File: config.mk
export PLATFORM = sky130hd
export DESIGN_NAME = alu_arbiter_flat
export DESIGN_NICKNAME = d
export VERILOG_FILES = /design/src/rtl/alu_arbiter_if.sv /design/src/rtl/alu_arbiter.sv /design/src/flat_wrapper.sv
export SDC_FILE = /design/constraint.sdc
export NUM_CORES = 1
export LEC_CHECK = 0
export ABC_CLOCK_PERIOD_IN_PS = 4300
export CELL_PAD_IN_SITES_DETAIL_PLACEMENT = 1
export CELL_PAD_IN_SITES_GLOBAL_PLACEMENT = 2
export CORE_ASPECT_RATIO = 0.7
export CORE_MARGIN = 10
export CORE_UTILIZATION = 29
export CTS_CLUSTER_DIAMETER = 50
export CTS_CLUSTER_SIZE = 30
export DETAILED_ROUTE_END_ITERATION = 10
export GPL_TIMING_DRIVEN = 0
export HOLD_SLACK_MARGIN = 0.1
export MAX_ROUTING_LAYER = met4
export PLACE_DENSITY = 0.82
export SLEW_MARGIN = 40
export SYNTH_ARGS = -nofsm -noshare
export SYNTH_HDL_FRONTEND = slang
export SYNTH_SLANG_ARGS = --single-unit
export TNS_END_PERCENT = 10
File: constraint.sdc
create_clock -name clk -period 4.3 [get_ports clk]
set_clock_uncertainty 0.05 [all_clocks]
set_input_delay 1.29 -clock clk [delete_from_list [all_inputs] [get_ports clk]]
set_output_delay 1.29 -clock clk [all_outputs]
set_load 0.01 [all_outputs]
File: src/rtl/alu_arbiter_if.sv
// Request/response channels between two requesters and the shared-ALU arbiter.
// master = requester side, slave = arbiter side.
interface alu_arbiter_if #(
   parameter int WIDTH = 32
);
   logic             req0_valid;
   logic             req0_ready;
   logic [WIDTH-1:0] req0_a;
   logic [WIDTH-1:0] req0_b;
   logic [2:0]       req0_f;
   logic             req1_valid;
   logic             req1_ready;
   logic [WIDTH-1:0] req1_a;
   logic [WIDTH-1:0] req1_b;
   logic [2:0]       req1_f;
   logic             rsp0_valid;
   logic             rsp0_ready;
   logic [WIDTH-1:0] rsp0_y;
   logic             rsp0_zero;
   logic             rsp1_valid;
   logic             rsp1_ready;
   logic [WIDTH-1:0] rsp1_y;
   logic             rsp1_zero;

   modport master (
      output req0_valid, req0_a, req0_b, req0_f, rsp0_ready,
      output req1_valid, req1_a, req1_b, req1_f, rsp1_ready,
      input  req0_ready, rsp0_valid, rsp0_y, rsp0_zero,
      input  req1_ready, rsp1_valid, rsp1_y, rsp1_zero
   );

   modport slave (
      input  req0_valid, req0_a, req0_b, req0_f, rsp0_ready,
      input  req1_valid, req1_a, req1_b, req1_f, rsp1_ready,
      output req0_ready, rsp0_valid, rsp0_y, rsp0_zero,
      output req1_ready, rsp1_valid, rsp1_y, rsp1_zero
   );
endinterface

File: src/rtl/alu_arbiter.sv
// Two requesters share one registered 32-bit ALU (AND/OR/SUM/SLT, optional b inversion).
// Each operation walks IDLE -> EXEC -> RESP; the response is held until taken.
module alu_arbiter #(
   parameter int WIDTH = 32,
   parameter bit FAIR  = 1'b1
) (
   input  logic          clk,
   input  logic          reset_n,
   alu_arbiter_if.slave  bus,
   output logic          busy
);
   typedef enum logic [1:0] {IDLE, EXEC, RESP} state_t;

   state_t           state_reg, state_next;
   logic [WIDTH-1:0] op_a_reg, op_b_reg, res_y_reg;
   logic [2:0]       op_f_reg;
   logic             gnt_reg, last_gnt_reg, res_zero_reg;

   logic [1:0]       req_valid, req_ready, rsp_ready, rsp_valid;
   logic             win;
   logic [WIDTH-1:0] sel_a, sel_b;
   logic [2:0]       sel_f;
   logic [WIDTH-1:0] alu_b, alu_sum, alu_y;

   assign req_valid = {bus.req1_valid, bus.req0_valid};
   assign rsp_ready = {bus.rsp1_ready, bus.rsp0_ready};

   // On a tie, round-robin favours whoever was not served last.
   always_comb begin
      win = req_valid[1];
      if (req_valid == 2'b11) begin
         win = FAIR ? ~last_gnt_reg : 1'b0;
      end
   end

   assign sel_a = win ? bus.req1_a : bus.req0_a;
   assign sel_b = win ? bus.req1_b : bus.req0_b;
   assign sel_f = win ? bus.req1_f : bus.req0_f;

   always_comb begin
      alu_b   = op_f_reg[2] ? ~op_b_reg : op_b_reg;
      alu_sum = op_a_reg + alu_b + {{(WIDTH-1){1'b0}}, op_f_reg[2]};
      case (op_f_reg[1:0])
         2'b00:   alu_y = op_a_reg & alu_b;
         2'b01:   alu_y = op_a_reg | alu_b;
         2'b10:   alu_y = alu_sum;
         default: alu_y = {{(WIDTH-1){1'b0}}, alu_sum[WIDTH-1]};
      endcase
   end

   always_comb begin
      state_next = state_reg;
      req_ready  = 2'b00;
      rsp_valid  = 2'b00;
      case (state_reg)
         IDLE: begin
            // reset_n gating keeps ready low while reset is held
            if ((|req_valid) && reset_n) begin
               req_ready[win] = 1'b1;
               state_next     = EXEC;
            end
         end
         EXEC: state_next = RESP;
         RESP: begin
            rsp_valid[gnt_reg] = 1'b1;
            if (rsp_ready[gnt_reg]) begin
               state_next = IDLE;
            end
         end
         default: state_next = IDLE;
      endcase
   end

   always_ff @(posedge clk or negedge reset_n) begin
      if (!reset_n) begin
         state_reg    <= IDLE;
         op_a_reg     <= '0;
         op_b_reg     <= '0;
         op_f_reg     <= '0;
         gnt_reg      <= 1'b0;
         last_gnt_reg <= 1'b1;
         res_y_reg    <= '0;
         res_zero_reg <= 1'b0;
      end else begin
         state_reg <= state_next;
         if (state_reg == IDLE && state_next == EXEC) begin
            op_a_reg <= sel_a;
            op_b_reg <= sel_b;
            op_f_reg <= sel_f;
            gnt_reg  <= win;
         end
         if (state_reg == EXEC) begin
            res_y_reg    <= alu_y;
            res_zero_reg <= (alu_y == '0);
         end
         if (state_reg == RESP && state_next == IDLE) begin
            last_gnt_reg <= gnt_reg;
         end
      end
   end

   assign bus.req0_ready = req_ready[0];
   assign bus.req1_ready = req_ready[1];
   assign bus.rsp0_valid = rsp_valid[0];
   assign bus.rsp1_valid = rsp_valid[1];
   assign bus.rsp0_y     = rsp_valid[0] ? res_y_reg : '0;
   assign bus.rsp1_y     = rsp_valid[1] ? res_y_reg : '0;
   assign bus.rsp0_zero  = rsp_valid[0] & res_zero_reg;
   assign bus.rsp1_zero  = rsp_valid[1] & res_zero_reg;
   assign busy           = (state_reg != IDLE);
endmodule

File: src/flat_wrapper.sv
// flat-port wrapper written by rule: the top's interface ports become plain ports
module alu_arbiter_flat 
#(
   parameter int WIDTH = 32,
   parameter bit FAIR  = 1'b1
)
  (clk, reset_n, busy, bus_req0_valid, bus_req0_a, bus_req0_b, bus_req0_f, bus_rsp0_ready, bus_req1_valid, bus_req1_a, bus_req1_b, bus_req1_f, bus_rsp1_ready, bus_req0_ready, bus_rsp0_valid, bus_rsp0_y, bus_rsp0_zero, bus_req1_ready, bus_rsp1_valid, bus_rsp1_y, bus_rsp1_zero);
  alu_arbiter_if #(.WIDTH(WIDTH)) bus_i ();
  input  logic clk;
  input  logic reset_n;
  output logic busy;
  input wire logic [$bits(bus_i.req0_valid)-1:0] bus_req0_valid;
  input wire logic [$bits(bus_i.req0_a)-1:0] bus_req0_a;
  input wire logic [$bits(bus_i.req0_b)-1:0] bus_req0_b;
  input wire logic [$bits(bus_i.req0_f)-1:0] bus_req0_f;
  input wire logic [$bits(bus_i.rsp0_ready)-1:0] bus_rsp0_ready;
  input wire logic [$bits(bus_i.req1_valid)-1:0] bus_req1_valid;
  input wire logic [$bits(bus_i.req1_a)-1:0] bus_req1_a;
  input wire logic [$bits(bus_i.req1_b)-1:0] bus_req1_b;
  input wire logic [$bits(bus_i.req1_f)-1:0] bus_req1_f;
  input wire logic [$bits(bus_i.rsp1_ready)-1:0] bus_rsp1_ready;
  output wire logic [$bits(bus_i.req0_ready)-1:0] bus_req0_ready;
  output wire logic [$bits(bus_i.rsp0_valid)-1:0] bus_rsp0_valid;
  output wire logic [$bits(bus_i.rsp0_y)-1:0] bus_rsp0_y;
  output wire logic [$bits(bus_i.rsp0_zero)-1:0] bus_rsp0_zero;
  output wire logic [$bits(bus_i.req1_ready)-1:0] bus_req1_ready;
  output wire logic [$bits(bus_i.rsp1_valid)-1:0] bus_rsp1_valid;
  output wire logic [$bits(bus_i.rsp1_y)-1:0] bus_rsp1_y;
  output wire logic [$bits(bus_i.rsp1_zero)-1:0] bus_rsp1_zero;
  assign bus_i.req0_valid = bus_req0_valid;
  assign bus_i.req0_a = bus_req0_a;
  assign bus_i.req0_b = bus_req0_b;
  assign bus_i.req0_f = bus_req0_f;
  assign bus_i.rsp0_ready = bus_rsp0_ready;
  assign bus_i.req1_valid = bus_req1_valid;
  assign bus_i.req1_a = bus_req1_a;
  assign bus_i.req1_b = bus_req1_b;
  assign bus_i.req1_f = bus_req1_f;
  assign bus_i.rsp1_ready = bus_rsp1_ready;
  assign bus_req0_ready = bus_i.req0_ready;
  assign bus_rsp0_valid = bus_i.rsp0_valid;
  assign bus_rsp0_y = bus_i.rsp0_y;
  assign bus_rsp0_zero = bus_i.rsp0_zero;
  assign bus_req1_ready = bus_i.req1_ready;
  assign bus_rsp1_valid = bus_i.rsp1_valid;
  assign bus_rsp1_y = bus_i.rsp1_y;
  assign bus_rsp1_zero = bus_i.rsp1_zero;
  alu_arbiter #(.WIDTH(WIDTH), .FAIR(FAIR)) u_core (.clk(clk), .reset_n(reset_n), .bus(bus_i), .busy(busy));
endmodule
# ---- Yosys cells after proc, flatten, opt, wreduce, memory -nomap -nowiden
# Cells that the tools add are included.
dict set report classes {
  n_addsub 2
  order_cmp 4
  n_eq_ne 6
  muxes 20
  bitwise 6
  reduce_logical 11
}
# op count
set op_table {}
lappend op_table {{$mux W32} 5}
lappend op_table {{$pmux W32 S3} 1}
lappend op_table {{$add A32 B1 Y32} 1}
lappend op_table {{$add A32 B32 Y32} 1}
lappend op_table {{$and A32 B32 Y32} 1}
lappend op_table {{$logic_not A32 Y1} 1}
lappend op_table {{$not A32 Y32} 1}
lappend op_table {{$or A32 B32 Y32} 1}
lappend op_table {{$mux W2} 5}
lappend op_table {{$eq A2 B1 Y1 const B} 3}
lappend op_table {{$eq A2 B2 Y1 const B} 3}
lappend op_table {{$logic_not A2 Y1} 3}
lappend op_table {{$pmux W2 S3} 1}
lappend op_table {{$logic_and A1 B1 Y1} 5}
lappend op_table {{$mux W1} 5}
lappend op_table {{$lt A1 B2 Y1 const B} 2}
lappend op_table {{$mux W3} 1}
lappend op_table {{$and A1 B1 Y1} 2}
lappend op_table {{$demux W1 S1} 2}
lappend op_table {{$ge A1 B1 Y1 const B} 2}
lappend op_table {{$reduce_bool A2 Y1} 1}
lappend op_table {{$reduce_or A2 Y1} 1}
lappend op_table {{$not A1 Y1} 1}
dict set report totals {
  ff_bits 104
  out_inout_bits 71
  wordCells 57
}

# ---- Logic depth before layout (Yosys ltp)
dict set report logic_depth {
  word_depth 8
  mapped_depth 16
  ltp_nobuf 13
}

# ---- Worst setup path before layout
# Ideal clock, no wire load.
dict set report synth_path {
  kind {input port to output port}
  from {input port bus_req1_valid}
  to {output port bus_req0_ready}
  t_arrival_ns 2.666
  path_slack_ns 0.294
  stages 5
  cell_sequence {a21boi_0 -> clkbuf_1 -> buf_1 -> clkbuf_1 -> nor2_1}
}
dict set report synth_via {
  elab_chain_cells 8
  word_cells_on_any_way 11
  cone_classes {order compare: 2; eq/ne: 1; mux: 5; reduce/logical: 3}
}
# element line_no
set synth_lines {}
lappend synth_lines {{start, declared} flat_wrapper.sv:17} ;# input wire logic [$bits(bus_i.req1_valid)-1:0] bus_req1_valid;
lappend synth_lines {{$eq A2 B2 Y1} alu_arbiter.sv:31} ;# if (req_valid == 2'b11) begin
lappend synth_lines {{$mux W1} alu_arbiter.sv:31}
lappend synth_lines {{$lt A1 B2 Y1 (not written as such) / $ge A1 B1 Y1 (equally long branches)} alu_arbiter.sv:59} ;# req_ready[win] = 1'b1;
lappend synth_lines {{$logic_and A1 B1 Y1 (not written as such)} alu_arbiter.sv:59}
lappend synth_lines {{$mux W1 (not written as such)} alu_arbiter.sv:59}
lappend synth_lines {{$demux W1 S1} -}
lappend synth_lines {{$mux W2 (*)} alu_arbiter.sv:58} ;# if ((|req_valid) && reset_n) begin
lappend synth_lines {{$mux W2 (*)} alu_arbiter.sv:55} ;# case (state_reg)
lappend synth_lines {{end, declared} flat_wrapper.sv:22} ;# output wire logic [$bits(bus_i.req0_ready)-1:0] bus_req0_ready;
# Mark *: on every way between the ends. The rest lies on a longest branch, timed or not.

# ---- Final worst setup path
# Ends and elaborated chain as after synthesis.

==> metrics.md <==
| Metric | Value |
|---|---|
| Period Utilization, post-route | 97.4% |
| Max-Cap Viols | 0 |
| RSZ-0062 raised after global routing | no |
| Cts hold-fix bufs | 0 |
| Total GRT Usage | 19.0% |
| Routed wire length per instance | 21.0 um |
| CTS tree | built |
| Buffer depth of the longest clock path | 2 |
| CP max FO | 15 |
| CTS Sinks | 104 |
| Flop pwr share | 17.3% |
| Buf+Inv Stages, Crit Path | 4 |
| Htree depth | 3 |
| Internal power | 4.83 mW |
| Post-synth top area share | 30.2% |
| Fin util | 40.1% |
| PortBufs | 210 |
| Crit Path Class | primary input to output pin |
| Top delay family on crit path | buffers and inverters |
| First-pass GRT wire length | 52500 um |
| Crit end category | output pin |
| Final ANT Viol Nets | 0 |
| Slew Limit Fails | 0 |
| Drt initial violations | 497 |
| I/O pin cnt | 211 |
| Syn nets | 1252 |
| Crit path DAT | 2.85 ns |
| Cell Rows | 52 |
| Maximum vdd drop | 0.298 mV |
| Power Density | 924 mW/mm^2 |
| Crit path cell chain | clkdlybuf4s50_1 -> a21boi_4 -> buf_8 -> clkbuf_16 -> nor2_1 -> dlygate4sd2_1 |
| Crit-path slowest cell | clkdlybuf4s50_1 |
| Die H | 164 um |
| Synth unique cells | 76 |
| Area delta synth->final | 35.8% |
| Hold Fails Final Rpt | 0 |
| Number of warnings issued by yosys | 0 |
| Max incr delay on CP | 0.50 ns |
| Synthesized cell area | 0.00854 mm^2 |
| Core area | 0.0290 mm^2 |
| Mean Syn Cell Area | 8.21 um^2 |
| Hold Crit Class | flop to flop |
| # diodes | 0 |
| Initial antenna violation count | 0 |
| Worst endpoint required time | 2.96 ns |
| Via count of the first global-routing pass | 8738 |
| Syn Inst Count | 1040 |
| GR Overflow Total | 0 |
| Leakage power | 5.28 nW |
| Cell taking the most area after synthesis | dfrtp_1 |
| FILL cells | 3439 |
| Switching Share | 54.9% |
| Sequential area share after synthesis | 30.5% |
| Final Power | 10.7 mW |
| NetSw | 5.88 mW |
| Min Hold Slack | 0.444 ns |
| Post-DP HPWL | 28700 um |
| DRC errors left | 0 |
| Final Net Count | 1474 |
| Layout cells sized above 1 | 5.77% |
| CP Launch Type | primary input |
| Final setup violation count | 0 |
| CTS root buf | clkbuf_16 |
| CTS clk-pin slew, worst paths | 0.07 ns |
| Comb power frac | 74.8% |
| Routed WL | 34500 um |
| Clock Latency Late Sink | 0.37 ns |
| Initial core utilization | 29.5% |
| Min Tclk post-route | 4.19 ns |
| Ys async rst share | 100% |
| Post-synth EDFFs | 0 |
| Clock network power share | 8.0% |
| Synth Flop Type | dfrtp_1 |
| Worst slew margin | 46.4% |
| TritonCTS Buffers | 9 |
| GP Congestion | 0.933 |
| Die width | 225 um |
| First-pass DRT Iterations | 5 |
| Worst-margin pin slew | 0.804 ns |
| FMAX | 0.239 GHz |
| Vias per std cell | 5.02 |
| #FFs+latches synth | 104 |
| Top cells by area, synth | dfrtp_1 30%, ha_1 10%, mux2i_1 8.7% |
| Largest net degree at the start of global routing | 56 |
| Via count | 8250 |
| Status | completed |
| Die area | 0.0368 mm^2 |
[what timing repair did]
action | in CTS | in global routing
endpoints found under the setup margin | 4 | 3
resized for setup | 31 | 16
buffers inserted | 0 | 2
pin swaps | 1 | 2
[worst reg2reg max path: cells and delay by family, from the launching register on]
| kind | cells | cell delay (ns) |
|---|---|---|
| mux | 1 | 0.13 |
| xor+xnor | 1 | 0.35 |
| simple gates | 3 | 0.94 |
| compound gates | 6 | 1.33 |
| flops | 1 | 0.32 |
| fa+ha+maj | 1 | 0.36 |
| buf+inv | 2 | 0.52 |
[power by group through the flow]
stage	clock, mW	combinational, mW	sequential [mW]
after floorplan	0	5.28	1.69
final	0.852	8.01	1.85
after global placement	0	7.60	1.83
after detailed placement	0	7.75	1.86
after global routing	0.917	8.80	1.92
after CTS	0.878	7.83	1.84
[through the flow]
stage / setup TNS (ns) / area (um^2) / worst slack (ns) / std cells
floorplan: 0 / 8540 / 0.294 / 1040
global placement: -420.48 / 11100 / -4.09 / 1628
detailed placement: -4.81 / 11200 / -1.54 / 1629
CTS: 0 / 11500 / 0.000131 / 1643
global route: 0 / 11600 / 0.0139 / 1644
finish: 0 / 11600 / 0.111 / 1644
[path summary, 6_finish.rpt]
path / startpoint / endpoint / slack (ns) / cells after the start
worst min register to register: u_core.res_y_reg[26] / u_core.res_y_reg[26] / 0.44 / 2
worst min-delay path: u_core.res_y_reg[26] / u_core.res_y_reg[26] / 0.44 / 2
worst max-delay path: bus_req1_valid / bus_req0_ready / 0.11 / 6
max in group asynchronous: reset_n / u_core.op_a_reg[29] / 2.89 / 2
worst max register to register: u_core.op_f_reg[2] / u_core.res_zero_reg / 0.25 / 14
min in group asynchronous: reset_n / u_core.res_y_reg[6] / 0.73 / 1
[Yosys cell counts, drive strengths merged (12+ instances only)]
library cell	instances
a21oi	49
mux2i	75
ha	71
a211oi	12
and2	38
o21ai	120
buf	12
dfrtp	103
xnor2	13
and3	37
nand2	152
nor2	44
clkbuf	50
xor2	41
inv	77
[placed cells by master, fill, tap and decap left out, drive strengths merged, types with 6 or more instances in the layout]
cell type	n
clkdlybuf4s50	206
nand2	152
o21ai	120
dfrtp	103
inv	78
mux2i	75
ha	71
clkbuf	62
a21oi	49
nor2	44
xor2	41
and2	38
and3	37
xnor2	13
a211oi	12
buf	12
nand4	11
nand3	11
nor3	11
nand2b	10
o211ai	9
o22ai	8
o21a	7
nor4	7
a21o	6
[area by class of cell]
type                    count  area (um^2)  area share, %
multi-input cells         797         5510           47.5
flip-flops and latches    104         2600           22.4
repair buffers            213         2150           18.6
well taps                 378          473           4.08
inverters                  77          289           2.49
plain buffers              60          284           2.45
clock buffers              10          229           1.97
clock inverters             5         57.6          0.496
[metal layers]
| layer | up-vias | routed length (um) | GRT usage [%] |
|---|---|---|---|
| li1 | 4020 | - | - |
| met1 | 3942 | 18000 | 28.0 |
| met2 | 269 | 13700 | 26.4 |
| met3 | 19 | 2520 | 3.67 |
| met4 | 0 | 291 | 2.88 |
| met5 | - | 0 | - |
[kinds of logic after synthesis]
family | after synthesis | synth area share, %
xor gates and xnor gates | 54 | 5.62
buffers and inverters | 139 | 6.18
DFF | 104 | 30.5
muxes | 80 | 9.64
and+or+nand+nor | 338 | 19.1
adders and majority gates | 72 | 10.6
AOI/OAI and AO/OA | 253 | 18.3
(Power assumes the default switching activity.)
